<file path="src/rtl/vend_sequencer_if.sv">
// Bundle of the vending controller's coin/selection/config inputs, the
// dispenser handshakes and the status outputs. The controller uses the
// slave view and its environment uses the master view.
interface vend_sequencer_if;
  logic       coin_valid;
  logic [1:0] coin_type;
  logic       sel_valid;
  logic [1:0] sel_id;
  logic       cancel;
  logic       cfg_we;
  logic [1:0] cfg_addr;
  logic [7:0] cfg_price;
  logic       vend_ack;
  logic       change_ack;
  logic       vend_req;
  logic [1:0] vend_id;
  logic       change_req;
  logic       coin_reject;
  logic       sel_err;
  logic       vend_fail;
  logic [7:0] credit;
  logic       busy;

  modport slave (
    input  coin_valid, coin_type, sel_valid, sel_id, cancel,
    input  cfg_we, cfg_addr, cfg_price, vend_ack, change_ack,
    output vend_req, vend_id, change_req, coin_reject, sel_err,
    output vend_fail, credit, busy
  );

  modport master (
    output coin_valid, coin_type, sel_valid, sel_id, cancel,
    output cfg_we, cfg_addr, cfg_price, vend_ack, change_ack,
    input  vend_req, vend_id, change_req, coin_reject, sel_err,
    input  vend_fail, credit, busy
  );
endinterface

</file>
<file path="src/rtl/vend_sequencer.sv">
// Multi-product vending controller: accumulates coin credit, arbitrates
// cancel/selection/coin events, runs the item dispenser handshake with a
// timeout refund, and pays change back one nickel at a time.
module vend_sequencer #(
  parameter int unsigned PRICE_DEFAULT = 15,
  parameter int unsigned MAX_CREDIT    = 95,
  parameter int unsigned VEND_TIMEOUT  = 16,
  parameter bit          AUTO_CHANGE   = 1'b1
) (
  input  logic            clk_i,
  input  logic            reset_i,
  vend_sequencer_if.slave bus
);

  typedef enum logic [1:0] {
    ST_IDLE   = 2'd0,
    ST_VEND   = 2'd1,
    ST_CHANGE = 2'd2
  } state_e;

  localparam int unsigned    TW       = $clog2(VEND_TIMEOUT + 1);
  localparam logic [TW-1:0]  TMO_LAST = TW'(VEND_TIMEOUT - 1);
  localparam logic [8:0]     MAX9     = 9'(MAX_CREDIT);
  localparam logic [7:0]     PDEF     = 8'(PRICE_DEFAULT);
  localparam logic [7:0]     NICKEL   = 8'd5;

  // Prices are stored in cents and must be whole nickels.
  function automatic logic is_mult5(input logic [7:0] v);
    return (v % 8'd5) == 8'd0;
  endfunction

  // Coin value in cents; a slug is worth nothing and is always rejected.
  function automatic logic [7:0] coin_value(input logic [1:0] t);
    logic [7:0] v;
    case (t)
      2'b00:   v = 8'd5;
      2'b01:   v = 8'd10;
      2'b10:   v = 8'd25;
      default: v = 8'd0;
    endcase
    return v;
  endfunction

  state_e        state_q, state_d;
  logic [7:0]    credit_q, credit_d;
  logic [1:0]    vend_id_q, vend_id_d;
  logic [7:0]    price_q [4];
  logic [TW-1:0] tmo_q, tmo_d;
  logic          coin_reject_q, coin_reject_d;
  logic          sel_err_q, sel_err_d;
  logic          vend_fail_q, vend_fail_d;
  logic          vend_req_q, change_req_q, busy_q;

  logic [7:0]    coin_val_s;
  logic          coin_ok_s;
  logic [7:0]    sel_price_s;
  logic [7:0]    refund_s;

  assign coin_val_s  = coin_value(bus.coin_type);
  // The sum is widened so the ceiling compare cannot wrap.
  assign coin_ok_s   = (bus.coin_type != 2'b11) &&
                       (({1'b0, credit_q} + {1'b0, coin_val_s}) <= MAX9);
  // Selection and refund both use the price held before any same-cycle write.
  assign sel_price_s = price_q[bus.sel_id];
  assign refund_s    = credit_q + price_q[vend_id_q];

  // Next-state, credit and pulse decisions for the current state.
  always_comb begin
    state_d       = state_q;
    credit_d      = credit_q;
    vend_id_d     = vend_id_q;
    tmo_d         = tmo_q;
    coin_reject_d = 1'b0;
    sel_err_d     = 1'b0;
    vend_fail_d   = 1'b0;
    case (state_q)
      ST_IDLE: begin
        if (bus.cancel) begin
          coin_reject_d = bus.coin_valid;
          if (credit_q != 8'd0) begin
            state_d = ST_CHANGE;
          end else begin
            state_d = ST_IDLE;
          end
        end else if (bus.sel_valid) begin
          if ((sel_price_s == 8'd0) || (credit_q < sel_price_s)) begin
            // Refused selection still lets a same-cycle coin through.
            sel_err_d = 1'b1;
            if (bus.coin_valid && coin_ok_s) begin
              credit_d = credit_q + coin_val_s;
            end else begin
              coin_reject_d = bus.coin_valid;
            end
          end else begin
            credit_d      = credit_q - sel_price_s;
            vend_id_d     = bus.sel_id;
            tmo_d         = '0;
            state_d       = ST_VEND;
            coin_reject_d = bus.coin_valid;
          end
        end else if (bus.coin_valid) begin
          if (coin_ok_s) begin
            credit_d = credit_q + coin_val_s;
          end else begin
            coin_reject_d = 1'b1;
          end
        end else begin
          state_d = ST_IDLE;
        end
      end
      ST_VEND: begin
        coin_reject_d = bus.coin_valid;
        if (bus.vend_ack) begin
          // An ack on the final timeout cycle still counts as a good vend.
          if (AUTO_CHANGE && (credit_q >= NICKEL)) begin
            state_d = ST_CHANGE;
          end else begin
            state_d = ST_IDLE;
          end
        end else if (tmo_q == TMO_LAST) begin
          vend_fail_d = 1'b1;
          credit_d    = refund_s;
          // A refund of nothing (item price rewritten to 0) has no change to pay.
          if (refund_s != 8'd0) begin
            state_d = ST_CHANGE;
          end else begin
            state_d = ST_IDLE;
          end
        end else begin
          tmo_d = tmo_q + 1'b1;
        end
      end
      ST_CHANGE: begin
        coin_reject_d = bus.coin_valid;
        if (bus.change_ack) begin
          if (credit_q <= NICKEL) begin
            credit_d = 8'd0;
            state_d  = ST_IDLE;
          end else begin
            credit_d = credit_q - NICKEL;
          end
        end else begin
          state_d = ST_CHANGE;
        end
      end
      default: begin
        state_d  = ST_IDLE;
        credit_d = 8'd0;
      end
    endcase
  end

  // State, credit, pulse and request registers.
  always_ff @(posedge clk_i) begin
    if (reset_i) begin
      state_q       <= ST_IDLE;
      credit_q      <= 8'd0;
      vend_id_q     <= 2'd0;
      tmo_q         <= '0;
      coin_reject_q <= 1'b0;
      sel_err_q     <= 1'b0;
      vend_fail_q   <= 1'b0;
      vend_req_q    <= 1'b0;
      change_req_q  <= 1'b0;
      busy_q        <= 1'b0;
    end else begin
      state_q       <= state_d;
      credit_q      <= credit_d;
      vend_id_q     <= vend_id_d;
      tmo_q         <= tmo_d;
      coin_reject_q <= coin_reject_d;
      sel_err_q     <= sel_err_d;
      vend_fail_q   <= vend_fail_d;
      vend_req_q    <= (state_d == ST_VEND);
      change_req_q  <= (state_d == ST_CHANGE);
      busy_q        <= (state_d != ST_IDLE);
    end
  end

  // Price table; writes land in any state but only for whole-nickel prices.
  always_ff @(posedge clk_i) begin
    if (reset_i) begin
      for (int i = 0; i < 4; i++) begin
        price_q[i] <= PDEF;
      end
    end else if (bus.cfg_we && is_mult5(bus.cfg_price)) begin
      price_q[bus.cfg_addr] <= bus.cfg_price;
    end else begin
      price_q <= price_q;
    end
  end

  assign bus.vend_req    = vend_req_q;
  assign bus.vend_id     = vend_id_q;
  assign bus.change_req  = change_req_q;
  assign bus.coin_reject = coin_reject_q;
  assign bus.sel_err     = sel_err_q;
  assign bus.vend_fail   = vend_fail_q;
  assign bus.credit      = credit_q;
  assign bus.busy        = busy_q;

endmodule

</file>
<file path="src/flat_wrapper.sv">
// flat-port wrapper written by rule: the top's interface ports become plain ports
module vend_sequencer_flat 
#(
  parameter int unsigned PRICE_DEFAULT = 15,
  parameter int unsigned MAX_CREDIT    = 95,
  parameter int unsigned VEND_TIMEOUT  = 16,
  parameter bit          AUTO_CHANGE   = 1'b1
)
  (clk_i, reset_i, bus_coin_valid, bus_coin_type, bus_sel_valid, bus_sel_id, bus_cancel, bus_cfg_we, bus_cfg_addr, bus_cfg_price, bus_vend_ack, bus_change_ack, bus_vend_req, bus_vend_id, bus_change_req, bus_coin_reject, bus_sel_err, bus_vend_fail, bus_credit, bus_busy);
  vend_sequencer_if bus_i ();
  input  logic clk_i;
  input  logic reset_i;
  input wire logic [$bits(bus_i.coin_valid)-1:0] bus_coin_valid;
  input wire logic [$bits(bus_i.coin_type)-1:0] bus_coin_type;
  input wire logic [$bits(bus_i.sel_valid)-1:0] bus_sel_valid;
  input wire logic [$bits(bus_i.sel_id)-1:0] bus_sel_id;
  input wire logic [$bits(bus_i.cancel)-1:0] bus_cancel;
  input wire logic [$bits(bus_i.cfg_we)-1:0] bus_cfg_we;
  input wire logic [$bits(bus_i.cfg_addr)-1:0] bus_cfg_addr;
  input wire logic [$bits(bus_i.cfg_price)-1:0] bus_cfg_price;
  input wire logic [$bits(bus_i.vend_ack)-1:0] bus_vend_ack;
  input wire logic [$bits(bus_i.change_ack)-1:0] bus_change_ack;
  output wire logic [$bits(bus_i.vend_req)-1:0] bus_vend_req;
  output wire logic [$bits(bus_i.vend_id)-1:0] bus_vend_id;
  output wire logic [$bits(bus_i.change_req)-1:0] bus_change_req;
  output wire logic [$bits(bus_i.coin_reject)-1:0] bus_coin_reject;
  output wire logic [$bits(bus_i.sel_err)-1:0] bus_sel_err;
  output wire logic [$bits(bus_i.vend_fail)-1:0] bus_vend_fail;
  output wire logic [$bits(bus_i.credit)-1:0] bus_credit;
  output wire logic [$bits(bus_i.busy)-1:0] bus_busy;
  assign bus_i.coin_valid = bus_coin_valid;
  assign bus_i.coin_type = bus_coin_type;
  assign bus_i.sel_valid = bus_sel_valid;
  assign bus_i.sel_id = bus_sel_id;
  assign bus_i.cancel = bus_cancel;
  assign bus_i.cfg_we = bus_cfg_we;
  assign bus_i.cfg_addr = bus_cfg_addr;
  assign bus_i.cfg_price = bus_cfg_price;
  assign bus_i.vend_ack = bus_vend_ack;
  assign bus_i.change_ack = bus_change_ack;
  assign bus_vend_req = bus_i.vend_req;
  assign bus_vend_id = bus_i.vend_id;
  assign bus_change_req = bus_i.change_req;
  assign bus_coin_reject = bus_i.coin_reject;
  assign bus_sel_err = bus_i.sel_err;
  assign bus_vend_fail = bus_i.vend_fail;
  assign bus_credit = bus_i.credit;
  assign bus_busy = bus_i.busy;
  vend_sequencer #(.PRICE_DEFAULT(PRICE_DEFAULT), .MAX_CREDIT(MAX_CREDIT), .VEND_TIMEOUT(VEND_TIMEOUT), .AUTO_CHANGE(AUTO_CHANGE)) u_core (.clk_i(clk_i), .reset_i(reset_i), .bus(bus_i));
endmodule
</file>
<file path="config.mk">
export PLATFORM = sky130hd
export DESIGN_NAME = vend_sequencer_flat
export DESIGN_NICKNAME = d
export VERILOG_FILES = /design/src/rtl/vend_sequencer_if.sv /design/src/rtl/vend_sequencer.sv /design/src/flat_wrapper.sv
export SDC_FILE = /design/constraint.sdc
export NUM_CORES = 1
export LEC_CHECK = 0
export CORE_ASPECT_RATIO = 1.2
export CORE_MARGIN = 2
export CORE_UTILIZATION = 50
export CTS_CLUSTER_DIAMETER = 50
export DETAILED_ROUTE_END_ITERATION = 8
export MAX_ROUTING_LAYER = met4
export PLACE_DENSITY = 0.68
export SLEW_MARGIN = 20
export SYNTH_ARGS = -nofsm -noshare
export SYNTH_HDL_FRONTEND = slang
export SYNTH_SLANG_ARGS = --single-unit
</file>
<file path="constraint.sdc">
create_clock -name clk_i -period 7.87 [get_ports clk_i]
set_clock_uncertainty 0.1 [all_clocks]
set_input_delay 1.574 -clock clk_i [delete_from_list [all_inputs] [get_ports clk_i]]
set_output_delay 1.574 -clock clk_i [all_outputs]
set_load 0.005 [all_outputs]
</file>
# Word-level counts from Yosys, hierarchy flattened

Index checks and enable logic that the tools add are counted.

Flip-flop bits (word level): 55
Input bits: 22
Output and inout port bits: 16
Word-level logic and storage cells: 122

Add/sub/neg operators: 6
Divide/modulo/power cells: 1
$lt $le $gt $ge: 8
Equality and inequality tests: 18
Multiplexer cells: 48
Bitwise logic cells: 8
Reduce and logical (&&, ||, !) cells: 19

Operator list:

| operator              | count |
|---|---|
| $mux W8               | 15 |
| $bmux W8 S2           | 2 |
| $bwmux W32            | 1 |
| $mux W5               | 5 |
| $pmux W8 S3           | 1 |
| $mux W2               | 11 |
| $demux W8 S2          | 1 |
| $logic_not A8 Y1      | 2 |
| $reduce_bool A8 Y1    | 2 |
| $pmux W5 S3           | 1 |
| $ne A2 B2 Y1 const B  | 7 |
| $pmux W5 S2           | 1 |
| $add A8 B5 Y9         | 1 |
| $ge A3 B3 Y1 const B  | 3 |
| $le A9 B7 Y1 const B  | 1 |
| $not A2 Y3            | 3 |
| $add A8 B5 Y8         | 1 |
| $add A8 B8 Y8         | 1 |
| $ge A8 B3 Y1 const B  | 1 |
| $le A8 B3 Y1 const B  | 1 |
| $lt A8 B8 Y1          | 1 |
| $mod A8 B3 Y8 const B | 1 |
| $mux W1               | 8 |
| $sub A8 B3 Y8 const B | 1 |
| other kinds (23)      | 36 |

# Logic depth before layout (Yosys ltp)

Gate-level depths: netlist (run 1).

Word-level depth: 11
Mapped depth: 16
Mapped depth without buffers: 14

# Worst setup path after synthesis (run 1)

OpenSTA, ideal clock, no wires.

Path kind: input -> register
From: input port bus_sel_id[0]
To: register u_core.change_req_q (netlist: u_core.bus.change_req)
Library setup time: 0.060 ns
Arrival time: 4.935 ns
Required time: 7.710 ns
Path slack: 2.775 ns
Stages: 15
Buffers on the path: 2
Cell sequence: clkbuf_1 mux4_2 inv_1 ha_1 a21o_1 a21oi_1 o21bai_1 a21oi_1 o21bai_1 a21o_1 nand3_1 buf_1 nor2_1 o21ai_0 and2_1

Word-level cells in the longest chain between the ends: 11
Elaborated cells between the ends (all ways): 12
Those cells by class: 1 x order compare; 1 x eq/ne; 7 x mux; 1 x bitwise; 2 x reduce/logical

Ends and longest elaborated chain:

| item                                             | RTL line              | text |
|---|---|---|
| start: declaration                               | flat_wrapper.sv:16    | `input wire logic [$bits(bus_i.sel_id)-1:0] bus_sel_id;` |
| $not A2 Y3 (implied by the code) (*)             | vend_sequencer.sv:64  | `assign sel_price_s = price_q[bus.sel_id];` |
| $bmux W8 S2 (*)                                  | vend_sequencer.sv:64  |  |
| $mux W8 (implied by the code) (*) (2 in series)  | vend_sequencer.sv:64  |  |
| $lt A8 B8 Y1 or $logic_not A8 Y1 (tied branches) | vend_sequencer.sv:86  | `if ((sel_price_s == 8'd0) \|\| (credit_q < sel_price_s)) begin` |
| $logic_or A1 B1 Y1 (*)                           | vend_sequencer.sv:86  |  |
| $mux W2 (*)                                      | vend_sequencer.sv:86  |  |
| $mux W2 (*)                                      | vend_sequencer.sv:85  | `end else if (bus.sel_valid) begin` |
| $mux W2 (*)                                      | vend_sequencer.sv:78  | `if (bus.cancel) begin` |
| $pmux W2 S3 (*)                                  | vend_sequencer.sv:76  | `case (state_q)` |
| $eq A2 B2 Y1 (*)                                 | vend_sequencer.sv:175 | `change_req_q <= (state_d == ST_CHANGE);` |
| end signal: assignment                           | vend_sequencer.sv:175 |  |
| end: declaration                                 | vend_sequencer.sv:52  | `logic vend_req_q, change_req_q, busy_q;` |

Mark *: on every way between the ends. The rest lies on a longest branch, timed or not. The select of a mux whose other input is x is not followed.
A chain may end at the register's enable or synchronous reset.

# Worst setup path after layout (run 1)

From: input port bus_cfg_price[5]
To: register u_core.price_q[17] (netlist name)

Word-level cells in the longest chain between the ends: 3

Ends and longest elaborated chain:

| item                           | RTL line              | text |
|---|---|---|
| start: declaration             | flat_wrapper.sv:20    | `input wire logic [$bits(bus_i.cfg_price)-1:0] bus_cfg_price;` |
| $mod A8 B3 Y8                  | vend_sequencer.sv:29  | `return (v % 8'd5) == 8'd0;` |
| $logic_not A8 Y1               | vend_sequencer.sv:29  |  |
| $logic_and A1 B1 Y1            | vend_sequencer.sv:186 | `end else if (bus.cfg_we && is_mult5(bus.cfg_price)) begin` |
| end signal: indexed assignment | vend_sequencer.sv:187 | `price_q[bus.cfg_addr] <= bus.cfg_price;` |
| end signal: assignment         | vend_sequencer.sv:189 | `price_q <= price_q;` |
| end: declaration               | vend_sequencer.sv:47  | `logic [7:0] price_q [4];` |

No other way between the ends.

==> metrics.log, run 1 <==
INFO  metric critPathTopFamily = compound AO/OA/AOI/OAI gates
INFO  metric critical_path_class = in -> reg
INFO  metric finalWeightedCongestion = 0.942
INFO  metric final-hold-violation-count = 0
INFO  metric timing.critical_path.slowest_stage_cell = sky130_fd_sc_hd__clkdlybuf4s50_1
INFO  metric post_cts_repair_timing_setup_buffer_count = 0
INFO  metric post-route-cell-area = 5590 um2
INFO  metric synth.top_cell.area_share = 0.215
INFO  metric synthTopCellsByArea = sky130_fd_sc_hd__dfxtp_1 22%, sky130_fd_sc_hd__ha_1 8.8%, sky130_fd_sc_hd__mux2i_1 8.6%
INFO  metric report.final.slew_viol_count = 0
INFO  metric detail_route.iter0.violations = 198
INFO  metric synth_area_per_cell = 9.12 um2
INFO  metric unrepaired_setup_endpoints_after_global_routing = false
INFO  metric ctsResizeCount = 0
INFO  metric ctsHoldBuffers = 0
INFO  metric grt.met1_usage = 0.262
INFO  metric htree_levels = 2
INFO  metric adder_and_majority_gate_portion_of_the_synthesized_area = 0.0997
INFO  metric antenna_found_initial = 0
INFO  metric worst_slew_pin_slew = 0.883 ns
INFO  metric grt.overflow.total = 0
INFO  metric post_syn_nets = 622
INFO  metric grt_util_all_layers = 0.238
INFO  metric synth_compound_area_frac = 0.212
INFO  metric dr.pass1.iters = 4
INFO  metric startpoint = bus_cfg_price[5]
INFO  metric final.min_clock_period = 5.81 ns
INFO  metric worst_slew_margin_rel = 0.409
INFO  metric dp_area = 5440 um2
INFO  metric chain_of_cells_forming_the_critical_path = clkdlybuf4s50_1 -> ha_1 -> or3b_1 -> o21ai_2 -> a22o_1 -> mux2i_2 -> a2111oi_4 -> o221a_1 -> o22ai_2 -> xnor2_2 -> and4_4 -> mux2i_1
INFO  metric synthesis_to_finish_area_growth = 9.14%
INFO  metric clock_path_buffers = 2
INFO  metric ios = 38
INFO  metric globalRoute.busiestLayer = met2
INFO  metric grt_util_met2 = 0.437
INFO  metric synth_top_area_cell = sky130_fd_sc_hd__dfxtp_1
INFO  metric detail-route-antenna-nets = 0
INFO  metric use_met3 = 0.0190
INFO  metric dp.final_hpwl = 9700 um
INFO  metric cts_root_buffer = sky130_fd_sc_hd__clkbuf_16
INFO  metric fp.dieArea = 11100 um2
INFO  metric design.final.nets = 639
INFO  metric initial_core_util = 0.511
INFO  metric cts_tree = yes
INFO  metric cp_slowest_stage_delay = 0.87 ns
INFO  metric most-common-layout-cells = 56 x sky130_fd_sc_hd__nor2_1, 55 x sky130_fd_sc_hd__dfxtp_1, 44 x sky130_fd_sc_hd__mux2i_1
INFO  metric p_per_area = 209 nW/um2
INFO  metric synthesis.instances = 561
INFO  metric post-route-period-util = 0.738
INFO  metric die-width = 96.4 um
INFO  metric critical_path.reg2reg.startpoint = u_core.price_q[24]$_SDFFE_PP1P_
INFO  metric final.setup.tns = 0 ns
INFO  metric tritoncts.num_buffers = 5
INFO  metric yosysWarningCount = 0
INFO  metric largest_net_degree_at_the_start_of_global_routing = 57
INFO  metric cts_num_sinks = 55
INFO  metric critPathArrivalTime = 5.93 ns
INFO  metric buffer_ports.inserted = 37
INFO  metric endpoint_kind = register
INFO  metric die_extent_in_y = 115 um
INFO  metric irDropWorstVdd = 119 uV
INFO  metric synth.cell_area = 5120 um2
INFO  metric drt-vias-per-instance = 6.14
INFO  metric holdCritPathClass = reg -> reg
INFO  metric async_flop_share = 0
INFO  metric yosys_most_used_dff = sky130_fd_sc_hd__dfxtp_1
INFO  metric synth.lib_cells_used.distinct = 92
INFO  metric synth_xor_area_frac = 0.0477
INFO  metric core = 10000 um2
INFO  metric core.rowCount = 40
INFO  metric grt_first_pass_wirelength = 20200 um
INFO  metric antenna_cells = 0
INFO  metric synthSimpleGateAreaFrac = 0.183
INFO  metric wl_per_cell = 17.7 um
INFO  metric synth_enable_flop_cells = 0
INFO  metric synthMuxAreaShare = 0.175
INFO  metric postRouteWirelength = 12500 um
INFO  metric min-delay-start = u_core.tmo_q[1]$_SDFFE_PP0P_
INFO  metric startpoint_type = input pin
INFO  metric worstPathRequired = 7.99 ns
INFO  metric max_clock_freq = 172 MHz
INFO  metric crit_path_max_fanout = 21
INFO  metric vias_after_detailed_routing = 4330
INFO  metric cap_violations = 0
INFO  metric main_combinational_cell_family_by_area_after_synthesis = compound AO/OA/AOI/OAI gates
INFO  metric finalSetupViolations = 0
INFO  metric outcome = finished clean
INFO  metric post-route-drc-count = 0
INFO  metric cts.clk_slew.worst_paths = 0.07 ns
INFO  metric synth.yosys.seq_area_share = 0.215
INFO  metric worst_path_buf_inv = 1
INFO  metric layout_commonest_cell = sky130_fd_sc_hd__nor2_1
INFO  metric ys_seq_elements = 55
INFO  metric first_global_vias = 4135
INFO  metric clk-insertion-delay-late = 0.29 ns
INFO  metric static_leak = 0.00230 uW
INFO  metric drive_gt1_frac = 0.0950
[worst register-to-register path: stages (launching register included)]
cell and delay (ns):
sky130_fd_sc_hd__dfxtp_1 0.36, sky130_fd_sc_hd__mux4_2 0.26, sky130_fd_sc_hd__ha_1 0.14, sky130_fd_sc_hd__inv_1 0.06, sky130_fd_sc_hd__fa_1 0.40, sky130_fd_sc_hd__a21o_1 0.18, sky130_fd_sc_hd__a21oi_1 0.22, sky130_fd_sc_hd__o21bai_1 0.09
sky130_fd_sc_hd__a21oi_1 0.24, sky130_fd_sc_hd__o21bai_1 0.11, sky130_fd_sc_hd__a21o_1 0.23, sky130_fd_sc_hd__nand3_1 0.50, sky130_fd_sc_hd__mux2_2 0.41, sky130_fd_sc_hd__a221oi_1 0.29, sky130_fd_sc_hd__o32ai_1 0.13
[per-stage QoR]
step                power [uW]  hold WS [ns]  utilization  worst slack (ns)  instances
CTS                       1170         0.380        0.558              2.11        705
floorplan                  793         0.349            -              2.78        561
global placement           938         0.365        0.544              1.85        697
finish                    1170         0.375        0.558              2.06        705
detailed placement         946         0.369        0.544              1.81        697
global route              1250         0.406        0.558              1.82        705
[cells by family after synthesis]
family / Yosys count
XOR/XNOR: 27
buffers and inverters: 64
flip-flops: 55
AO/OA/AOI/OAI: 142
AND/OR/NAND/NOR: 167
adder cells (fa/ha/maj): 39
multiplexers: 67
[state kept, by name, summed over array words and instances, names as in the netlist]
register / count
u_core.state_q: 2
u_core.bus.vend_id: 2
u_core.bus.coin_reject: 1
u_core.bus.vend_req: 1
u_core.tmo_q: 5
u_core.bus.vend_fail: 1
u_core.bus.change_req: 1
u_core.price_q: 32
u_core.bus.busy: 1
u_core.bus.credit: 8
u_core.bus.sel_err: 1
[power breakdown]
part | switching, uW | internal [uW]
registers | 45.6 | 300
logic | 318 | 281
clock network | 102 | 119
total | 465 | 701
[final cells by class]
class / count / area [um2]
fill: 932 / 4420
multi-input combinational: 442 / 3670
sequential: 55 / 1100
timing repair buffer: 38 / 378
tap: 126 / 158
inverter: 36 / 135
clock buffer: 6 / 129
clock inverter: 2 / 16.3
[final timing paths]
check / end / slack, ns / cells past startpoint
worst max-delay path: u_core.price_q[17]$_SDFFE_PP1P_ / 2.06 / 12
worst min-delay path: u_core.tmo_q[1]$_SDFFE_PP0P_ / 0.38 / 2
worst max register to register: u_core.bus.credit[5]$_SDFFE_PP0P_ / 4.03 / 14
worst min register to register: u_core.tmo_q[1]$_SDFFE_PP0P_ / 0.38 / 2
[cells in the mapped netlist, drive strengths merged (8+ instances only)]
library cell / n
clkbuf: 13
o21bai: 9
dfxtp: 55
o21ai: 20
nand2: 22
nor2: 57
nor3: 8
or2b: 8
nand3: 9
a31oi: 10
a21o: 10
nand2b: 19
mux4: 16
buf: 13
mux2i: 46
xnor2: 20
inv: 35
a21oi: 30
ha: 36
[routing by layer]
layer	part of all wire	up-vias
met5	0	-
met4	0.030	0
met3	0.040	25
met2	0.54	133
met1	0.39	2075
li1	-	2097
(Power assumes the default switching activity.)
==> run 2, diff against run 1 <==
clock period = 5.7 ns   (was 7.87 ns; I/O delays follow)
==> run 2 against run 1 <==
Via count rose by 2.0%. Cell area increased by 1.5%. Final cell count is 1.1% higher. Count of clock-buffer cells in the layout unchanged. Die area stayed put. Worst setup slack got worse by 1.2 ns.
==> metrics.log, run 2 (synthesized netlist as in run 1, its figures left out) <==
INFO  metric outcome = finished clean
INFO  metric static_leak = 0.00235 uW
INFO  metric cts_root_buffer = sky130_fd_sc_hd__clkbuf_16
INFO  metric clk-insertion-delay-late = 0.30 ns
INFO  metric cts.clk_slew.worst_paths = 0.08 ns
INFO  metric critical_path.reg2reg.startpoint = u_core.bus.vend_id[0]$_SDFFE_PP0P_
INFO  metric timing.hold.ws = 0.381 ns
INFO  metric vias_after_detailed_routing = 4418
INFO  metric post_layout_nonfiller_instances = 713
INFO  metric cap_violations = 0
INFO  metric cts_tree = yes
INFO  metric drt-vias-per-instance = 6.20
INFO  metric globalRoute.busiestLayer = met2
INFO  metric post-route-drc-count = 0
INFO  metric startpoint_type = input pin
INFO  metric final-hold-violation-count = 0
INFO  metric grt_util_all_layers = 0.246
INFO  metric finalSetupViolations = 0
INFO  metric grt.overflow.total = 0
INFO  metric critical_path_class = in -> reg
INFO  metric post_cts_repair_timing_setup_buffer_count = 0
INFO  metric wl_per_cell = 18.4 um
INFO  metric die-width = 96.4 um
INFO  metric core = 10000 um2
INFO  metric unrepaired_setup_endpoints_after_global_routing = false
INFO  metric use_met3 = 0.0262
INFO  metric min-delay-start = u_core.tmo_q[1]$_SDFFE_PP0P_
INFO  metric final.min_clock_period = 4.85 ns
INFO  metric largest_reg_flops = 32
INFO  metric synthesis_to_finish_area_growth = 10.8%
INFO  metric grt.met1_usage = 0.244
INFO  metric die_extent_in_y = 115 um
INFO  metric dp.final_hpwl = 10300 um
INFO  metric p_per_area = 298 nW/um2
INFO  metric irDropWorstVdd = 124 uV
INFO  metric buffer_ports.inserted = 37
INFO  metric worst_slew_margin_rel = 0.521
INFO  metric endpoint_kind = register
INFO  metric design.final.nets = 647
INFO  metric report.final.slew_viol_count = 0
INFO  metric dpl_worst_slack = 0.565 ns
INFO  metric initial_core_util = 0.511
INFO  metric drive_gt1_frac = 0.107
INFO  metric crit_path_max_fanout = 13
INFO  metric post_placement_cell_count = 705
INFO  metric worstPathRequired = 5.76 ns
INFO  metric worst_slew_pin_slew = 0.710 ns
INFO  metric regMostFlops = u_core.price_q
INFO  metric dr.pass1.iters = 5
INFO  metric ios = 38
INFO  metric ctsHoldBuffers = 0
INFO  metric critPathArrivalTime = 4.91 ns
INFO  metric holdCritPathClass = reg -> reg
INFO  metric ctsResizeCount = 0
INFO  metric finalWeightedCongestion = 0.974
INFO  metric detail-route-antenna-nets = 0
INFO  metric largest_net_degree_at_the_start_of_global_routing = 40
INFO  metric layout_commonest_cell = sky130_fd_sc_hd__nor2_1
INFO  metric detail_route.iter0.violations = 188
INFO  metric post-route-period-util = 0.851
INFO  metric final.setup.tns = 0 ns
INFO  metric core.rowCount = 40
INFO  metric tritoncts.num_buffers = 5
INFO  metric cts_num_sinks = 55
INFO  metric antenna_found_initial = 0
INFO  metric grt_util_met2 = 0.470
INFO  metric max_clock_freq = 206 MHz
INFO  metric setup_ws = 0.850 ns
INFO  metric postRouteWirelength = 13100 um
INFO  metric grt_first_pass_wirelength = 20500 um
INFO  metric most-common-layout-cells = 56 x sky130_fd_sc_hd__nor2_1, 55 x sky130_fd_sc_hd__dfxtp_1, 44 x sky130_fd_sc_hd__mux2i_1
INFO  metric first_global_vias = 4343
INFO  metric antenna_cells = 0
INFO  metric fp.dieArea = 11100 um2
INFO  metric htree_levels = 2
INFO  metric clock_path_buffers = 2
INFO  metric startpoint = bus_sel_id[0]
## run 2: metrics by stage
stage | cell area [um2] | utilization | total power [uW]
2_1_floorplan | 5120 | - | 1090
3_3_place_gp | 5500 | 0.550 | 1310
3_5_place_dp | 5500 | 0.550 | 1330
4_1_cts | 5670 | 0.566 | 1690
5_1_grt | 5670 | 0.566 | 1790
6_report | 5670 | 0.566 | 1690
## run 2: metal layers
metal,vias up,part of all wire
met5,-,0
met4,0,0.033
li1,2123,-
met2,138,0.55
met1,2128,0.38
met3,29,0.039
## run 2: path summary, 6_finish.rpt
check,to,slack [ns],cells past startpoint
worst max-delay path,u_core.bus.credit[5]$_SDFFE_PP0P_,0.85,16
worst min-delay path,u_core.tmo_q[1]$_SDFFE_PP0P_,0.38,2
worst max register to register,u_core.bus.busy$_SDFF_PP0_,1.85,12
worst min register to register,u_core.tmo_q[1]$_SDFFE_PP0P_,0.38,2
## run 2: power breakdown
group          switching [uW]  leakage, uW  total [uW]  internal, uW
clock network             148    0.0000815         358           210
registers                66.1     0.000445         481           414
logic                     456      0.00182         852           396
## run 2: cell type report
cell class / count / area, um2
clock buffers: 6 / 129
clock inverters: 2 / 38.8
fillers: 932 / 4340
inverters: 36 / 135
multi-input cells: 442 / 3670
flip-flops and latches: 55 / 1100
well taps: 126 / 158
repair buffers: 46 / 438
## run 2: worst max-delay path, stage by stage
cell                              delay [ns]
sky130_fd_sc_hd__clkdlybuf4s50_1        0.58
sky130_fd_sc_hd__mux4_2                 0.44
sky130_fd_sc_hd__ha_1                   0.15
sky130_fd_sc_hd__inv_1                  0.06
sky130_fd_sc_hd__fa_1                   0.40
sky130_fd_sc_hd__a21o_1                 0.18
sky130_fd_sc_hd__a21oi_1                0.21
sky130_fd_sc_hd__o21bai_1               0.09
sky130_fd_sc_hd__a21oi_1                0.24
sky130_fd_sc_hd__o21bai_1               0.10
sky130_fd_sc_hd__a21o_1                 0.22
sky130_fd_sc_hd__nand3_1                0.09
sky130_fd_sc_hd__buf_4                  0.22
sky130_fd_sc_hd__mux2_2                 0.35
sky130_fd_sc_hd__a221oi_1               0.29
sky130_fd_sc_hd__o32ai_1                0.14
